===== src/rtl/kernel_a_pkg.sv =====
// Shared constants and helpers for the kernel_A input join stage.
package kernel_a_pkg;

    localparam int KA_STREAMW = 32;
    localparam int KA_DEPTH   = 4;
    localparam int KA_PTR_W   = $clog2(KA_DEPTH);
    localparam int KA_OCC_W   = KA_PTR_W + 1;

    // HOLD: first cycle after reset release; DONE only reachable with the item counter built in.
    typedef enum logic [1:0] {
        ST_HOLD = 2'd0,
        ST_RUN  = 2'd1,
        ST_DONE = 2'd2
    } join_state_e;

    function automatic int ptr_w(input int depth);
        return (depth > 1) ? $clog2(depth) : 1;
    endfunction

    function automatic int occ_w(input int depth);
        return ptr_w(depth) + 1;
    endfunction

endpackage


===== src/rtl/kernel_a_input_join_if.sv =====
// Operand-in / joined-beat-out handshake bundle for kernel_a_input_join.
interface kernel_a_input_join_if #(
    parameter int STREAMW = 32
) ();
    logic [STREAMW-1:0] in0_data;
    logic               in0_valid;
    logic               in0_ready;
    logic [STREAMW-1:0] in1_data;
    logic               in1_valid;
    logic               in1_ready;
    logic [STREAMW-1:0] ka_vin0_s0;
    logic [STREAMW-1:0] ka_vin1_s0;
    logic               ovalid;
    logic               oready;

    // master: upstream readers plus kernel; slave: the join stage itself
    modport master (
        output in0_data, in0_valid, in1_data, in1_valid, oready,
        input  in0_ready, in1_ready, ka_vin0_s0, ka_vin1_s0, ovalid
    );

    modport slave (
        input  in0_data, in0_valid, in1_data, in1_valid, oready,
        output in0_ready, in1_ready, ka_vin0_s0, ka_vin1_s0, ovalid
    );
endinterface


===== src/rtl/kernel_a_join_fifo.sv =====
// Single-stream first-word-fall-through FIFO; storage is not reset, only pointers/occupancy.
module kernel_a_join_fifo
    import kernel_a_pkg::*;
#(
    parameter int W     = KA_STREAMW,
    parameter int DEPTH = KA_DEPTH
) (
    input  logic         clk,
    input  logic         rst_n,
    input  logic         push_i,
    input  logic         pop_i,
    input  logic [W-1:0] wdata_i,
    output logic [W-1:0] rdata_o,
    output logic         full_o,
    output logic         empty_o
);
    localparam int PW = ptr_w(DEPTH);
    localparam int OW = occ_w(DEPTH);

    logic [W-1:0]  mem_q [DEPTH];
    logic [PW-1:0] wr_q, wr_d;
    logic [PW-1:0] rd_q, rd_d;
    logic [OW-1:0] occ_q, occ_d;

    assign full_o  = (occ_q == OW'(DEPTH));
    assign empty_o = (occ_q == '0);
    assign rdata_o = mem_q[rd_q];

    always_comb begin
        wr_d  = wr_q;
        rd_d  = rd_q;
        occ_d = occ_q;
        if (push_i) wr_d = wr_q + PW'(1);
        if (pop_i)  rd_d = rd_q + PW'(1);
        unique case ({push_i, pop_i})
            2'b10:   occ_d = occ_q + OW'(1);
            2'b01:   occ_d = occ_q - OW'(1);
            default: occ_d = occ_q;
        endcase
    end

    always_ff @(posedge clk or negedge rst_n) begin
        if (!rst_n) begin
            wr_q  <= '0;
            rd_q  <= '0;
            occ_q <= '0;
        end else begin
            wr_q  <= wr_d;
            rd_q  <= rd_d;
            occ_q <= occ_d;
        end
    end

    always_ff @(posedge clk) begin
        if (push_i) mem_q[wr_q] <= wdata_i;
    end

endmodule


===== src/rtl/kernel_a_input_join.sv =====
// Joins two valid/ready operand streams into one lock-step beat for kernel_A.
// Optional item counter / sticky done built in when KA_JOIN_COUNT_EN is defined.
module kernel_a_input_join
    import kernel_a_pkg::*;
#(
    parameter int STREAMW = KA_STREAMW,
    parameter int DEPTH   = KA_DEPTH,
    parameter int NITEMS  = 1024,
    parameter int CNTW    = 32
) (
    input  logic clk,
    input  logic rst,
`ifdef KA_JOIN_COUNT_EN
    output logic [CNTW-1:0] item_count,
    output logic            done,
`endif
    kernel_a_input_join_if.slave bus
);
    join_state_e        state_q, state_d;
    logic               full0, empty0, full1, empty1;
    logic               push0, push1, pop;
    logic               accept;
    logic [STREAMW-1:0] rdata0, rdata1;

    // Configuration sanity: an empty block elaborates only for illegal sizes.
    if (CNTW < $clog2(NITEMS + 1) || DEPTH < 2 || (DEPTH & (DEPTH - 1)) != 0) begin : g_bad_cfg
    end

    assign accept        = (state_q == ST_RUN);
    assign bus.in0_ready = accept & ~full0;
    assign bus.in1_ready = accept & ~full1;
    assign push0         = bus.in0_valid & bus.in0_ready;
    assign push1         = bus.in1_valid & bus.in1_ready;
    assign bus.ovalid    = accept & ~empty0 & ~empty1;
    assign pop           = bus.ovalid & bus.oready;
    assign bus.ka_vin0_s0 = rdata0;
    assign bus.ka_vin1_s0 = rdata1;

    kernel_a_join_fifo #(.W(STREAMW), .DEPTH(DEPTH)) u_fifo0 (
        .clk    (clk),
        .rst_n  (rst),
        .push_i (push0),
        .pop_i  (pop),
        .wdata_i(bus.in0_data),
        .rdata_o(rdata0),
        .full_o (full0),
        .empty_o(empty0)
    );

    kernel_a_join_fifo #(.W(STREAMW), .DEPTH(DEPTH)) u_fifo1 (
        .clk    (clk),
        .rst_n  (rst),
        .push_i (push1),
        .pop_i  (pop),
        .wdata_i(bus.in1_data),
        .rdata_o(rdata1),
        .full_o (full1),
        .empty_o(empty1)
    );

`ifdef KA_JOIN_COUNT_EN
    logic [CNTW-1:0] count_q, count_d;
    logic            last_beat;

    assign last_beat  = pop & (count_q == CNTW'(NITEMS - 1));
    assign item_count = count_q;
    assign done       = (state_q == ST_DONE);
    assign count_d    = pop ? count_q + CNTW'(1) : count_q;

    always_ff @(posedge clk or negedge rst) begin
        if (!rst) count_q <= '0;
        else      count_q <= count_d;
    end
`else
    logic last_beat;
    assign last_beat = 1'b0;
`endif

    always_comb begin
        state_d = state_q;
        unique case (state_q)
            ST_HOLD: state_d = ST_RUN;
            ST_RUN:  if (last_beat) state_d = ST_DONE;
            ST_DONE: state_d = ST_DONE;
            default: state_d = ST_HOLD;
        endcase
    end

    always_ff @(posedge clk or negedge rst) begin
        if (!rst) state_q <= ST_HOLD;
        else      state_q <= state_d;
    end

endmodule


===== src/flat_wrapper.sv =====
// flat-port wrapper written by rule: the top's interface ports become plain ports
module kernel_a_input_join_flat import kernel_a_pkg::*;
#(
    parameter int STREAMW = KA_STREAMW,
    parameter int DEPTH   = KA_DEPTH,
    parameter int NITEMS  = 1024,
    parameter int CNTW    = 32
)
  (clk, rst, bus_in0_data, bus_in0_valid, bus_in1_data, bus_in1_valid, bus_oready, bus_in0_ready, bus_in1_ready, bus_ka_vin0_s0, bus_ka_vin1_s0, bus_ovalid);
  kernel_a_input_join_if #(.STREAMW(STREAMW)) bus_i ();
  input  logic clk;
  input  logic rst;
  input wire logic [$bits(bus_i.in0_data)-1:0] bus_in0_data;
  input wire logic [$bits(bus_i.in0_valid)-1:0] bus_in0_valid;
  input wire logic [$bits(bus_i.in1_data)-1:0] bus_in1_data;
  input wire logic [$bits(bus_i.in1_valid)-1:0] bus_in1_valid;
  input wire logic [$bits(bus_i.oready)-1:0] bus_oready;
  output wire logic [$bits(bus_i.in0_ready)-1:0] bus_in0_ready;
  output wire logic [$bits(bus_i.in1_ready)-1:0] bus_in1_ready;
  output wire logic [$bits(bus_i.ka_vin0_s0)-1:0] bus_ka_vin0_s0;
  output wire logic [$bits(bus_i.ka_vin1_s0)-1:0] bus_ka_vin1_s0;
  output wire logic [$bits(bus_i.ovalid)-1:0] bus_ovalid;
  assign bus_i.in0_data = bus_in0_data;
  assign bus_i.in0_valid = bus_in0_valid;
  assign bus_i.in1_data = bus_in1_data;
  assign bus_i.in1_valid = bus_in1_valid;
  assign bus_i.oready = bus_oready;
  assign bus_in0_ready = bus_i.in0_ready;
  assign bus_in1_ready = bus_i.in1_ready;
  assign bus_ka_vin0_s0 = bus_i.ka_vin0_s0;
  assign bus_ka_vin1_s0 = bus_i.ka_vin1_s0;
  assign bus_ovalid = bus_i.ovalid;
  kernel_a_input_join #(.STREAMW(STREAMW), .DEPTH(DEPTH), .NITEMS(NITEMS), .CNTW(CNTW)) u_core (.clk(clk), .rst(rst), .bus(bus_i));
endmodule

===== config.mk =====
export PLATFORM = sky130hd
export DESIGN_NAME = kernel_a_input_join_flat
export DESIGN_NICKNAME = d
export VERILOG_FILES = /design/src/rtl/kernel_a_pkg.sv /design/src/rtl/kernel_a_input_join_if.sv /design/src/rtl/kernel_a_join_fifo.sv /design/src/rtl/kernel_a_input_join.sv /design/src/flat_wrapper.sv
export SDC_FILE = /design/constraint.sdc
export NUM_CORES = 1
export LEC_CHECK = 0
export CAP_MARGIN = 20
export CELL_PAD_IN_SITES_DETAIL_PLACEMENT = 1
export CELL_PAD_IN_SITES_GLOBAL_PLACEMENT = 2
export CORE_MARGIN = 3
export CORE_UTILIZATION = 39
export CTS_CLUSTER_SIZE = 28
export DETAILED_ROUTE_END_ITERATION = 7
export PLACE_DENSITY = 0.86
export SYNTH_ARGS = -nofsm -noshare
export SYNTH_HDL_FRONTEND = slang
export SYNTH_SLANG_ARGS = --single-unit

===== constraint.sdc =====
create_clock -name clk -period 1.9 [get_ports clk]
set_input_delay 0.19 -clock clk [delete_from_list [all_inputs] [get_ports clk]]
set_output_delay 0.19 -clock clk [all_outputs]
set_load 0.05 [all_outputs]

==> out/metrics.cfg <==
[run_status]
violations=setup timing
outcome=finished, violations left

[synthesis]
synth.ff_latch_count=272
synth_area_leaders=edfxtp_1 75%, mux4_2 14%, dfrtp_1 3.9%
ys_seq_area_share_pct=78.9
synth_fp_nets=504
synth_top_area_cell=edfxtp_1
synth_area_um2=10200
ys_warn_count=0
synth.avg_cell_area_um2=24.2
netlist.area_leader.share_pct=75.0
synth_cell_types=22
synth_cells=423

[setup_path]
arrival_ns=1.98
slowest_delay_ns=0.56
start_kind=flip-flop
cp_max_fo=6
crit_chain=buf_12 -> clkbuf_16 -> mux4_2 -> buf_12
crit_path_end_kind=output port
critPathKind=reg2out
crit_top_cell=buf_12
required_ns=1.71
slowest_stage=mux4_2

[clock_network]
clock_latency_ns=0.53
cts.path.max_buffers=3
cts_tree=yes
clkSinkCount=272
cts_buffers=28
htreeDepth=1
clk_pin_slew_ns=0.06
root_buffer=clkbuf_16

[sta]
hold_viol=0
finClkSkew_ns=0.0149
grt_setup_unrepaired=yes
relSlewSlack_pct=74.1
setup_viol=67
min_period_ns=2.17
slew_viol_final=0
setup_ws_ns=-0.271
fin_crit_sh_pct=114
max_freq_ghz=0.461
worstMarginPinSlew_ns=0.385

[grt]
grt.overflow.total=0
grt_pass1_vias=5453
grt_first_pass_wirelength_mm=33.2
antenna_found_initial=2
grtUsageTotal_pct=15.3
grt_max_degree=34

[pwr]
ir_worst_vdd_mv=1.38
leakage_nw=4.88
p_seq_share_pct=31.2
comb_power_share_pct=50.2
p_per_area_nw_per_um2=1900
p_int_w=0.0173
clkPwrFrac_pct=18.6
power.switching_w=0.00953
switching_share_pct=35.5

[drt]
via_per_inst=5.06
drt_iter0_markers=372
ant_nets=0
finalWirelength_mm=22.2
vias=4907
drc=0
first_pass_iters=4
wl_per_cell_um=22.9

[place]
port_buffers=135
gp_congestion=0.742
post-place-ws_ns=-0.386
detailed_place_hpwl_mm=13.7

[final_layout]
final_cell_mix=256 x edfxtp_1, 79 x buf_12, 68 x clkdlybuf4s50_1
diodes=0
final_common_cell=edfxtp_1
nNetsFinal=700
fin_util_pct=55.4
drive_above_1_share_pct=37.7
n_fill_cell=2160
syn2layout_area_growth_pct=37.7

[floorplanning]
dieArea_um2=28300
core_um2=25500
rows=58
die_h_um=168
initial_core_util_pct=40.2
die_x_um=168
io_pins=136

[flow_run]
max_cap_violations=0

[hold_path]
hp-class=in2reg

## metal layers
layer  GRT usage [%]  routed length (um)
met1            19.8                8980
met5               0                  17
met4            3.17                 354
met3            3.99                1560
met2            26.3               11300
## timing repair
action,4_1_cts,5_1_grt
hold buffers,1,0
endpoints found under the setup margin,69,196
hold endpoints to repair,16,0
pin swaps,10,8
gates resized for setup,17,13
setup buffers,8,5
gates cloned,3,4
## final timing paths
| kind | from | slack (ns) | cells after the start | end |
|---|---|---|---|---|
| max in group asynchronous | rst | 1.17 | 3 | u_core.u_fifo1.rd_q[0] |
| min in group asynchronous | rst | 0.52 | 3 | u_core.u_fifo0.rd_q[1] |
| max | u_core.u_fifo0.rd_q[0] | -0.27 | 4 | bus_ka_vin0_s0[0] |
| min reg2reg | u_core.state_q[1] | 0.44 | 1 | u_core.state_q[0] |
| max reg2reg | u_core.state_q[1] | -0.16 | 9 | u_core.u_fifo1.occ_q[2] |
| min | bus_in0_data[25] | 0.30 | 1 | u_core.u_fifo0.mem_q[1][25] |
## cells in the mapped netlist, drive strengths merged
library cell  instances
xnor2                 4
nand2                 2
mux4                 64
nor4                  3
xor2                  8
inv                  16
nand2b                1
ha                   10
nor3                  3
clkbuf                2
and2                  8
mux2                  2
dfrtp                16
mux2i                 2
buf                  15
a211oi                2
a21oi                 2
edfxtp              256
nor2                  5
fa                    2
## sequential cells by signal, summed over array words and instances, names as in the netlist
signal	count
u_core.u_fifo1.occ_q	3
u_core.state_q	2
u_core.u_fifo0.wr_q	2
u_core.u_fifo0.rd_q	2
u_core.u_fifo1.mem_q	128
u_core.u_fifo0.occ_q	3
u_core.u_fifo0.mem_q	128
u_core.u_fifo1.rd_q	2
u_core.u_fifo1.wr_q	2
## cells by family (layout without fill, tap and decap cells)
kind of cell	after synthesis	count (layout)	share of synthesized area, %
DFF	272	272	78.9
muxes	68	68	14.6
buffers and inverters	33	250	1.94
and+or+nand+nor	22	22	1.45
adders and majority gates	12	12	1.61
xor gates and xnor gates	12	12	1.03
AOI/OAI and AO/OA	4	4	0.488
## stage by stage
stage | power, W | cells | instance area, um^2 | hold slack, ns | TNS, ns
after floorplan | 0.0152 | 423 | 10200 | -0.106 | -0.353
after detailed placement | 0.0213 | 901 | 12900 | 0.431 | -1.16
after CTS | 0.0270 | 963 | 14000 | 0.273 | -17.65
after global placement | 0.0209 | 901 | 12900 | 0.417 | -0.904
after global routing | 0.0280 | 970 | 14100 | 0.286 | -19.03
final | 0.0269 | 970 | 14100 | 0.301 | -13.95
## area by class of cell
type                            count  area [um^2]  area share [%]
Timing Repair Buffer              183         2680            19.0
Clock inverter                     16          103           0.727
Multi-Input combinational cell    118         2020            14.3
Clock buffer                       35          748            5.30
Sequential cell                   272         8090            57.3
Tap cell                          330          413            2.93
Inverter                           16         60.1           0.426
## worst max-delay path, delay by kind of cell (launching register included)
family | cells | cell delay (ns)
multiplexers | 1 | 0.56
buffers and inverters | 3 | 0.51
flip-flops | 1 | 0.38
## power groups by stage
stage	registers (W)	logic [W]	clock network, W
finish	0.00838	0.0135	0.00501
global route	0.00848	0.0141	0.00542
CTS	0.00837	0.0135	0.00516
detailed placement	0.00851	0.0128	0
global placement	0.00837	0.0126	0
floorplan	0.00830	0.00695	0
No activity file was read; power rests on OpenSTA's default activity.
